**src/rtl/ir_packet_gen.sv**
```systemverilog
// Per-car IR packet transmitter.
// Serialises one remote-control packet (start, car-select, four direction
// bursts, each followed by a gap) as carrier-modulated pulses on IR_OUT.
module ir_packet_gen #(
  parameter int CLK_FREQ       = 50000000,
  parameter int CARRIER_FREQ   = 40000,
  parameter int START_BURST    = 191,
  parameter int CAR_SEL_BURST  = 47,
  parameter int GAP            = 25,
  parameter int ASSERT_BURST   = 47,
  parameter int DEASSERT_BURST = 22
) (
  input  logic       CLK,
  input  logic       RESET,
  input  logic       SEND_PACKET,
  input  logic [3:0] COMMAND,
  output logic       IR_OUT,
  output logic       BUSY,
  output logic       DONE
);

  localparam int HALF = CLK_FREQ / (2 * CARRIER_FREQ);
  localparam int HW   = (HALF > 1) ? $clog2(HALF) : 1;
  localparam int M1   = (START_BURST > CAR_SEL_BURST) ? START_BURST : CAR_SEL_BURST;
  localparam int M2   = (GAP > ASSERT_BURST) ? GAP : ASSERT_BURST;
  localparam int M3   = (M1 > M2) ? M1 : M2;
  localparam int MAXB = (M3 > DEASSERT_BURST) ? M3 : DEASSERT_BURST;
  localparam int BW   = $clog2(MAXB + 1);

  typedef enum logic [3:0] {
    IDLE, START, GAP_S, CARSEL, GAP_C, RIGHT, GAP_R,
    LEFT, GAP_L, BACK, GAP_B, FWD, GAP_F
  } state_t;

  state_t          state, state_n;
  logic [HW-1:0]   half_cnt, half_n;
  logic            phase, phase_n;
  logic [BW-1:0]   burst_cnt, burst_n;
  logic [BW-1:0]   seg_len;
  logic [3:0]      cmd, cmd_n;
  logic            ir_n, done_n, half_wrap;

  function automatic logic is_burst(input state_t s);
    return (s == START) || (s == CARSEL) || (s == RIGHT) ||
           (s == LEFT)  || (s == BACK)   || (s == FWD);
  endfunction

  function automatic state_t next_seg(input state_t s);
    case (s)
      START:   return GAP_S;
      GAP_S:   return CARSEL;
      CARSEL:  return GAP_C;
      GAP_C:   return RIGHT;
      RIGHT:   return GAP_R;
      GAP_R:   return LEFT;
      LEFT:    return GAP_L;
      GAP_L:   return BACK;
      BACK:    return GAP_B;
      GAP_B:   return FWD;
      FWD:     return GAP_F;
      default: return IDLE;
    endcase
  endfunction

  assign BUSY = (state != IDLE);

  // Length of the current segment in carrier periods.
  always_comb begin
    seg_len = BW'(GAP);
    case (state)
      START:   seg_len = BW'(START_BURST);
      CARSEL:  seg_len = BW'(CAR_SEL_BURST);
      RIGHT:   seg_len = cmd[3] ? BW'(ASSERT_BURST) : BW'(DEASSERT_BURST);
      LEFT:    seg_len = cmd[2] ? BW'(ASSERT_BURST) : BW'(DEASSERT_BURST);
      BACK:    seg_len = cmd[1] ? BW'(ASSERT_BURST) : BW'(DEASSERT_BURST);
      FWD:     seg_len = cmd[0] ? BW'(ASSERT_BURST) : BW'(DEASSERT_BURST);
      default: ;
    endcase
  end

  // Next-state logic: carrier counter, period counting, segment sequencing.
  // A carrier period ends when the low half wraps, so carrier phase stays
  // continuous across segment boundaries without any special handling.
  // IR_OUT is computed from the next state/phase so the registered output
  // is aligned with the state it belongs to.
  always_comb begin
    state_n   = state;
    half_n    = half_cnt;
    phase_n   = phase;
    burst_n   = burst_cnt;
    cmd_n     = cmd;
    done_n    = 1'b0;
    half_wrap = (half_cnt == HW'(HALF - 1));
    if (state == IDLE) begin
      // DONE marks the cycle just after completion; requests there are dropped.
      if (SEND_PACKET && !DONE) begin
        state_n = START;
        cmd_n   = COMMAND;
        half_n  = '0;
        phase_n = 1'b1;
        burst_n = '0;
      end
    end else begin
      if (half_wrap) begin
        half_n  = '0;
        phase_n = ~phase;
      end else begin
        half_n = half_cnt + HW'(1);
      end
      if (half_wrap && !phase) begin
        if (burst_cnt == seg_len - BW'(1)) begin
          burst_n = '0;
          state_n = next_seg(state);
          if (state == GAP_F) begin
            done_n  = 1'b1;
            half_n  = '0;
            phase_n = 1'b0;
          end
        end else begin
          burst_n = burst_cnt + BW'(1);
        end
      end
    end
    ir_n = phase_n & is_burst(state_n);
  end

  // State and output registers with asynchronous active-low reset.
  always_ff @(posedge CLK or negedge RESET) begin
    if (!RESET) begin
      state     <= IDLE;
      half_cnt  <= '0;
      phase     <= 1'b0;
      burst_cnt <= '0;
      cmd       <= '0;
      IR_OUT    <= 1'b0;
      DONE      <= 1'b0;
    end else begin
      state     <= state_n;
      half_cnt  <= half_n;
      phase     <= phase_n;
      burst_cnt <= burst_n;
      cmd       <= cmd_n;
      IR_OUT    <= ir_n;
      DONE      <= done_n;
    end
  end

endmodule

```
**config.mk**
```make
export PLATFORM = sky130hd
export DESIGN_NAME = ir_packet_gen
export DESIGN_NICKNAME = d
export VERILOG_FILES = /design/src/rtl/ir_packet_gen.sv
export SDC_FILE = /design/constraint.sdc
export NUM_CORES = 1
export LEC_CHECK = 0
export BUFFER_PORTS_ARGS = -buffer_cell sky130_fd_sc_hd__buf_2
export CORE_MARGIN = 4
export CORE_UTILIZATION = 40
export DETAILED_ROUTE_END_ITERATION = 8
export GPL_TIMING_DRIVEN = 0
export PLACE_DENSITY = 0.61
export SETUP_SLACK_MARGIN = 0.02
export SLEW_MARGIN = 20
export SYNTH_ARGS = -nofsm -noshare
export SYNTH_HDL_FRONTEND = slang
export SYNTH_SLANG_ARGS = --single-unit
```
**constraint.sdc**
```tcl
create_clock -name CLK -period 3.65 [get_ports CLK]
set_input_delay 0.5475 -clock CLK [delete_from_list [all_inputs] [get_ports CLK]]
set_output_delay 0.5475 -clock CLK [all_outputs]
set_load 0.01 [all_outputs]
```
* After elaboration in Yosys (flattened, before gate mapping)
Memories as Yosys holds them, arrays and structs flattened.
Index checks and enable logic that the tools add are counted.
** Word-level totals
- Register bits :: 29
- ROM bits :: 64
- Bits of input ports :: 7
- Logic and storage cells :: 72
- Memories kept :: 1
** Cells by class
- $add $sub $neg :: 3
- Eq/ne operators :: 16
- Muxes and demuxes :: 29
- Bitwise gates (word level) :: 2
- Reductions and logical operators :: 14
** Memories
- (no name shown) :: depth 16, bits a word 4, rd ports 1, clocked after Yosys merged registers in 0, write ports 0, line 49 : case (s)
** Operators by type and width (count)
- two-way mux 10 bit :: 6
- case mux 8 bit (6 select lines) :: 1
- two-way mux 8 bit :: 4
- two-way mux 6 bit :: 4
- == test 4 bit (second input constant) :: 5
- == test 4 x 3 -> 1 bit (second input constant) :: 4
- two-way mux 4 bit :: 4
- adder 10 x 1 -> 10 bit (second input constant) :: 1
- == test 10 bit (second input constant) :: 1
- two-way mux 1 bit :: 10
- adder 8 x 1 -> 8 bit (second input constant) :: 1
- == test 4 x 1 -> 1 bit (second input constant) :: 2
- == test 4 x 2 -> 1 bit (second input constant) :: 2
- == test 8 bit :: 1
- subtractor 8 x 1 -> 8 bit (second input constant) :: 1
- logical OR 1 bit :: 5
- logical NOT 4 bit :: 1
- AND reduction 2 bit :: 2
- nonzero test 4 bit :: 1
- logical AND 1 bit :: 2
- logical NOT 1 bit :: 2
- inequality test 2 x 1 -> 1 bit (second input constant) :: 1
- nonzero test 2 bit :: 1
- bitwise AND 1 bit :: 1
- NOT 1 bit :: 1

* Longest topological paths before layout
Gate-level depths: netlist of run 1.
- Depth in word-level cells :: 14
- Gate-level depth with buffers :: 12
- Depth with buffers taken out :: 10

* Worst setup path after synthesis of run 1
Ideal clock, no wire load.
- Path kind :: register to register
- From :: register half_cnt[7]
- To :: register half_cnt[2]
- Setup time :: 0.124 ns
- Arrival :: 2.463 ns
- Data required time :: 3.526 ns
- Slack :: 1.063 ns
- Stages on the path, launching flop included :: 12
- Period minus slack after synthesis :: 2.587 ns
- Cell sequence :: dfrtp_1 > nor2_1 > nand3_1 > or4_1 > clkbuf_1 > inv_1 > ha_1 > o211ai_1 > nor4_2 > buf_4 > nor4_2 > o31a_1
** Between the ends
- Longest elaborated chain between the ends :: 6
** RTL lines
- start, declared :: line 36 : logic [HW-1:0] half_cnt, half_n;
- start signal, assigned :: line 139 : half_cnt <= half_n;
- == test 10 bit * :: line 93 : half_wrap = (half_cnt == HW'(HALF - 1));
- two-way mux 10 bit :: line 104 : if (half_wrap) begin
- two-way mux 10 bit :: line 114 : if (state == GAP_F) begin
- two-way mux 10 bit :: line 111 : if (burst_cnt == seg_len - BW'(1)) begin
- two-way mux 10 bit * :: line 110 : if (half_wrap && !phase) begin
- two-way mux 10 bit * :: line 94 : if (state == IDLE) begin
Every way passes the cells marked *; elsewhere a longest branch is shown, timed or not.
A chain may end at the register's enable or synchronous reset.

* Worst setup path after layout of run 1
Ends and elaborated chain as after synthesis.

==> flow_summary.json, run 1 <==
{
  "status": "finished clean",
  "routed_wl_mm": 4.40,
  "peakVddDrop_mv": 0.148,
  "power_frac_seq_pct": 53.4,
  "postRouteAntennaNets": 0,
  "route.met2.wl_mm": 2.01,
  "timing.rr.start": "half_cnt[7]",
  "antenna_found_initial": 0,
  "rr_endpoint": "half_cnt[2]",
  "drc": 0,
  "cts.sink_count": 29,
  "wl_per_cell_um": 15.1,
  "p_leak_nw": 1.01,
  "ys_ff_latch": 29,
  "fin_nets": 239,
  "fin_ws_ns": 0.615,
  "cts_buffers": 5,
  "grt-ovfl-total": 0,
  "async_flop_share_pct": 100,
  "synth_flop_cell": "dfrtp_1",
  "clk-insertion-delay-late_ns": 0.29,
  "drtIter0Drc": 129,
  "die_h_um": 77.9,
  "clk_path_buf_depth": 2,
  "syn_inst": 208,
  "fp-row-count": 25,
  "grt_use_total_pct": 16.0,
  "die_width_um": 77.9,
  "r2r_slack_ns": 0.61,
  "cts_tree": "yes",
  "syn_to_final_growth_pct": 11.0,
  "preCtsSetupSlack_ns": 0.617,
  "post_cts_buffers": 0,
  "timing.hold.ws_ns": 0.295,
  "portBuffers": 9,
  "grt_pass1_vias": 1545,
  "place.gp.congestion": 0.775,
  "period_needed_ns": 3.04,
  "p_int_mw": 0.473,
  "grt_max_degree": 30,
  "switching_power_mw": 0.129,
  "hold_path_class": "in -> async",
  "slew_viol_final": 0,
  "clkSlewWorstSetupHoldPaths_ns": 0.06,
  "netlist_area_mm2": 0.00195,
  "die_area_mm2": 0.00607,
  "drt-vias-per-instance": 5.49,
  "total_power_mw": 0.602,
  "combPwrFrac_pct": 1.6,
  "drv_cap": 0,
  "crit_type": "reg -> reg",
  "worstSetupStartpointType": "flip-flop",
  "min_period_over_period_pct": 83.2,
  "nFillCells": 469,
  "final_common_cell": "dfrtp_1",
  "multi_input_area_mm2": 0.00111,
  "relSlewSlack_pct": 54.4,
  "synth_nets": 223,
  "required_ns": 3.82,
  "layout-drive-gt1-share_pct": 17.4,
  "synth-edff-count": 0,
  "crit_path_frequent_cell": "nor4_2",
  "finalSetupTns_ns": 0,
  "tightest_slew_ns": 0.684,
  "setup_viol": 0,
  "grt_first_pass_wirelength_mm": 7.62,
  "critPathMaxStageDelay_ns": 0.46,
  "arrival_ns": 3.21,
  "endpoint_kind": "flip-flop",
  "finClkSkew_ns": 0.00580,
  "ios": 10,
  "rsz0062_at_grt": "no",
  "final_core_util_pct": 45.9,
  "yosys_warnings": 0,
  "antenna_cells": 0,
  "vias": 1598,
  "swShare_pct": 21.4,
  "power_density_mw_per_mm2": 277,
  "regArea_um2": 726,
  "cts.repair.resized": 0,
  "core_area_mm2": 0.00472,
  "drt_pre_antenna_iters": 4,
  "postSynthAreaPerCell_um2": 9.40,
  "cts_hold_buf": 0,
  "wl_met1_mm": 2.13,
  "power.share.clock_pct": 44.9,
  "slowest_stage": "or4_1",
  "synth_cell_types": 63,
  "yosysSeqAreaShare_pct": 37.1,
  "hold_violations": 0,
  "max_freq_ghz": 0.329,
  "top_layer": "met4",
  "cts_root_buffer": "clkbuf_8",
  "path_cells": "nor2_1 -> nand3_1 -> or4_1 -> clkbuf_1 -> inv_1 -> ha_1 -> o211ai_1 -> nor4_2 -> buf_4 -> nor4_2 -> o31a_1",
  "mostFrequentLayoutCells": "dfrtp_1 (29), nand2_1 (15), inv_1 (13)",
  "initial_core_util_pct": 41.4,
  "dpl.hpwl_mm": 3.11,
  "wl_met3_um": 192,
  "rr_worst_depth": 11,
  "worstPathMaxFanout": 10,
  "ctsHtreeMaxLevel": 2
}
synthesized netlist by cell type, types with 5 or more instances:
master	n	area share [%]
dfrtp_1	29	37
nand2_1	15	2.9
inv_1	13	2.5
nor2_1	12	2.3
nand3_1	10	2.6
o21ai_0	9	2.3
ha_1	8	5.1
a21o_1	7	2.7
and3_1	6	1.9
a21oi_1	5	1.3
a22o_1	5	2.2
per-layer routing:
metal / GRT usage, % / vias to the layer above
met5: 0 / -
met4: 4.72 / 0
met3: 5.34 / 8
met2: 24.1 / 25
met1: 21.8 / 754
li1: - / 811
power groups by stage:
stage          clock network [mW]  logic (mW)  registers (mW)
3_3_place_gp                    0      0.0106           0.327
5_1_grt                     0.295      0.0118           0.321
6_report                    0.270     0.00989           0.322
2_1_floorplan                   0    0.000627           0.327
4_1_cts                     0.278      0.0104           0.321
3_5_place_dp                    0      0.0106           0.327
worst max path at each step:
stage                     start           to  slack, ns  cells past startpoint
floorplan           half_cnt[7]  half_cnt[2]       1.06                     11
global placement    half_cnt[7]  half_cnt[6]       0.63                     11
detailed placement  half_cnt[7]  half_cnt[2]       0.62                     11
CTS                 half_cnt[7]  half_cnt[2]       0.59                     11
global route        half_cnt[7]  half_cnt[3]       0.46                     11
finish              half_cnt[7]  half_cnt[2]       0.61                     11
state kept, by name (all words and copies together) (netlist names):
| name | count |
|---|---|
| IR_OUT | 1 |
| state | 4 |
| DONE | 1 |
| half_cnt | 10 |
| phase | 1 |
| cmd | 4 |
| burst_cnt | 8 |
logic make-up (layout without fill, tap and decap cells):
logic type	count (synthesis)	in the layout	share of synthesized area, %
simple gates	71	71	20.9
compound gates	66	66	25.2
flops	29	29	37.1
buf+inv	23	39	5.83
fa+ha+maj	8	8	5.12
mux	6	6	3.58
xor+xnor	5	5	2.24
critical path: cells and delay by family, from the launching register on:
family	cells	cell delay, ns
adder cells (fa/ha/maj)	1	0.37
flip-flops	1	0.42
AND/OR/NAND/NOR	5	1.03
buffers and inverters	3	0.67
AO/OA/AOI/OAI	2	0.43
per-stage QoR:
stage | std cells | instance area [um^2]
finish | 291 | 2170
global route | 291 | 2170
CTS | 291 | 2170
detailed placement | 284 | 2080
global placement | 284 | 2080
floorplan | 208 | 1950
cell type report:
class / instances / area share (%)
clock buffers: 7 / 3.98
inverters: 14 / 2.42
plain buffers: 9 / 2.83
well taps: 67 / 3.86
flip-flops and latches: 29 / 33.4
repair buffers: 9 / 2.08
multi-input cells: 156 / 51.4
Note: power is estimated with default switching activity, not from simulation.
==> inputs of run 2 (changes only) <==
- clock period: 3.65 -> 3.2 ns (I/O delays scaled with it)
==> run 2 against run 1 <==
  * Worst setup slack got worse by 0.38 ns
  * Non-clock buffer count did not move
  * Hold slack got worse by 0.062 ns
  * Design area rose by 0.12%
  * Power rose by 14%
  * Sequential cell count did not move
  * Critical endpoint unchanged
==> flow_summary.json, run 2 (same netlist as run 1, synthesis figures left out) <==
{
  "ctsHtreeMaxLevel": 2,
  "path_cells": "nor2_1 -> nand3_1 -> or4_1 -> clkbuf_1 -> inv_1 -> ha_2 -> o211ai_1 -> nor4_2 -> buf_4 -> nor4_2 -> o31a_1",
  "top_regs": "half_cnt (10), burst_cnt (8)",
  "arrival_ns": 3.14,
  "core_area_mm2": 0.00472,
  "antenna_cells": 0,
  "portBuffers": 9,
  "drt-vias-per-instance": 5.54,
  "period_needed_ns": 2.97,
  "hold_violations": 0,
  "clk-insertion-delay-late_ns": 0.29,
  "cts_hold_buf": 0,
  "fp-row-count": 25,
  "grt_use_total_pct": 16.0,
  "grt_first_pass_wirelength_mm": 7.62,
  "final_cells": 291,
  "place.gp.congestion": 0.775,
  "cts.sink_count": 29,
  "preCtsSetupSlack_ns": 0.167,
  "hold_path_class": "in -> async",
  "post_cts_buffers": 0,
  "crit_buf_inv": 3,
  "fin_ws_ns": 0.232,
  "crit_type": "reg -> reg",
  "switching_power_mw": 0.149,
  "drt_pre_antenna_iters": 4,
  "final_common_cell": "dfrtp_1",
  "combPwrFrac_pct": 1.7,
  "layout-drive-gt1-share_pct": 17.9,
  "drc": 0,
  "cts_buffers": 5,
  "drtIter0Drc": 102,
  "dp_cells": 284,
  "relSlewSlack_pct": 53.3,
  "final_area_mm2": 0.00217,
  "vias": 1612,
  "mostFrequentLayoutCells": "dfrtp_1 (29), nand2_1 (15), inv_1 (13)",
  "required_ns": 3.37,
  "wl_per_cell_um": 15.3,
  "die_area_mm2": 0.00607,
  "initial_core_util_pct": 41.4,
  "final_core_util_pct": 46.0,
  "grt_max_degree": 30,
  "rsz0062_at_grt": "no",
  "endpoint_kind": "flip-flop",
  "die_h_um": 77.9,
  "p_leak_nw": 1.01,
  "power_frac_seq_pct": 53.2,
  "setup_viol": 0,
  "critPathMaxStageDelay_ns": 0.46,
  "nFillCells": 468,
  "syn_to_final_growth_pct": 11.1,
  "clk_path_buf_depth": 2,
  "grt-ovfl-total": 0,
  "total_power_mw": 0.689,
  "finalSetupTns_ns": 0,
  "antenna_found_initial": 0,
  "cts_root_buffer": "clkbuf_8",
  "fin_nets": 239,
  "crit_path_frequent_cell": "nor4_2",
  "timing.hold.ws_ns": 0.233,
  "swShare_pct": 21.6,
  "dpl.hpwl_mm": 3.11,
  "die_width_um": 77.9,
  "crit_family": "simple AND/OR/NAND/NOR gates",
  "power.share.clock_pct": 45.1,
  "finClkSkew_ns": 0.00526,
  "routed_wl_mm": 4.44,
  "max_freq_ghz": 0.337,
  "slew_viol_final": 0,
  "largest_reg_flops": 10,
  "min_period_over_period_pct": 92.8,
  "dpl_cell_area_mm2": 0.00208,
  "worstPathMaxFanout": 10,
  "regArea_um2": 726,
  "grt_pass1_vias": 1545,
  "status": "finished clean",
  "cts_tree": "yes",
  "tightest_slew_ns": 0.700,
  "multi_input_area_mm2": 0.00112,
  "largest_register": "half_cnt",
  "worstSetupStartpointType": "flip-flop",
  "slowest_stage": "or4_1",
  "postRouteAntennaNets": 0,
  "p_int_mw": 0.540,
  "ios": 10,
  "clkSlewWorstSetupHoldPaths_ns": 0.06,
  "drv_cap": 0,
  "peakVddDrop_mv": 0.169,
  "power_density_mw_per_mm2": 317
}
[run 2: cell counts in the layout (fill, tap and decap cells not counted)]
No cell type changed its count.
[run 2: what timing repair did]
action                                 4_1_cts  5_1_grt
resized for setup                            0        1
setup endpoints to repair                    0        3
endpoints found under the hold margin        0        0
[run 2: final timing paths]
check / slack (ns) / start / end / cells after the start
min: 0.23 / RESET / cmd[3] / 1
max reg2reg: 0.23 / half_cnt[7] / half_cnt[2] / 11
max: 0.23 / half_cnt[7] / half_cnt[2] / 11
min in group CLK: 0.42 / COMMAND[2] / cmd[2] / 2
min reg2reg: 0.54 / cmd[0] / cmd[0] / 1
max in group asynchronous: 2.51 / RESET / burst_cnt[3] / 1
[run 2: final cells by class]
class	instances	share of cell area [%]
plain buffers	9	2.82
clock buffers	7	3.97
inverters	14	2.42
multi-input cells	156	51.4
flip-flops and latches	29	33.4
well taps	67	3.86
repair buffers	9	2.07
[run 2: power by group through the flow]
stage | clock network [mW] | logic, mW | registers [mW]
after floorplan | 0 | 0.000715 | 0.374
after global placement | 0 | 0.0121 | 0.373
after detailed placement | 0 | 0.0120 | 0.373
after CTS | 0.318 | 0.0119 | 0.367
after global routing | 0.336 | 0.0135 | 0.366
final | 0.311 | 0.0115 | 0.367
[run 2: routing by layer]
layer | wire (um) | GRT usage [%] | vias to the layer above
met5 | 0 | 0 | -
met4 | 72 | 4.72 | 0
met3 | 176 | 5.34 | 8
met2 | 2030 | 24.1 | 25
met1 | 2170 | 21.8 | 768
li1 | - | - | 811
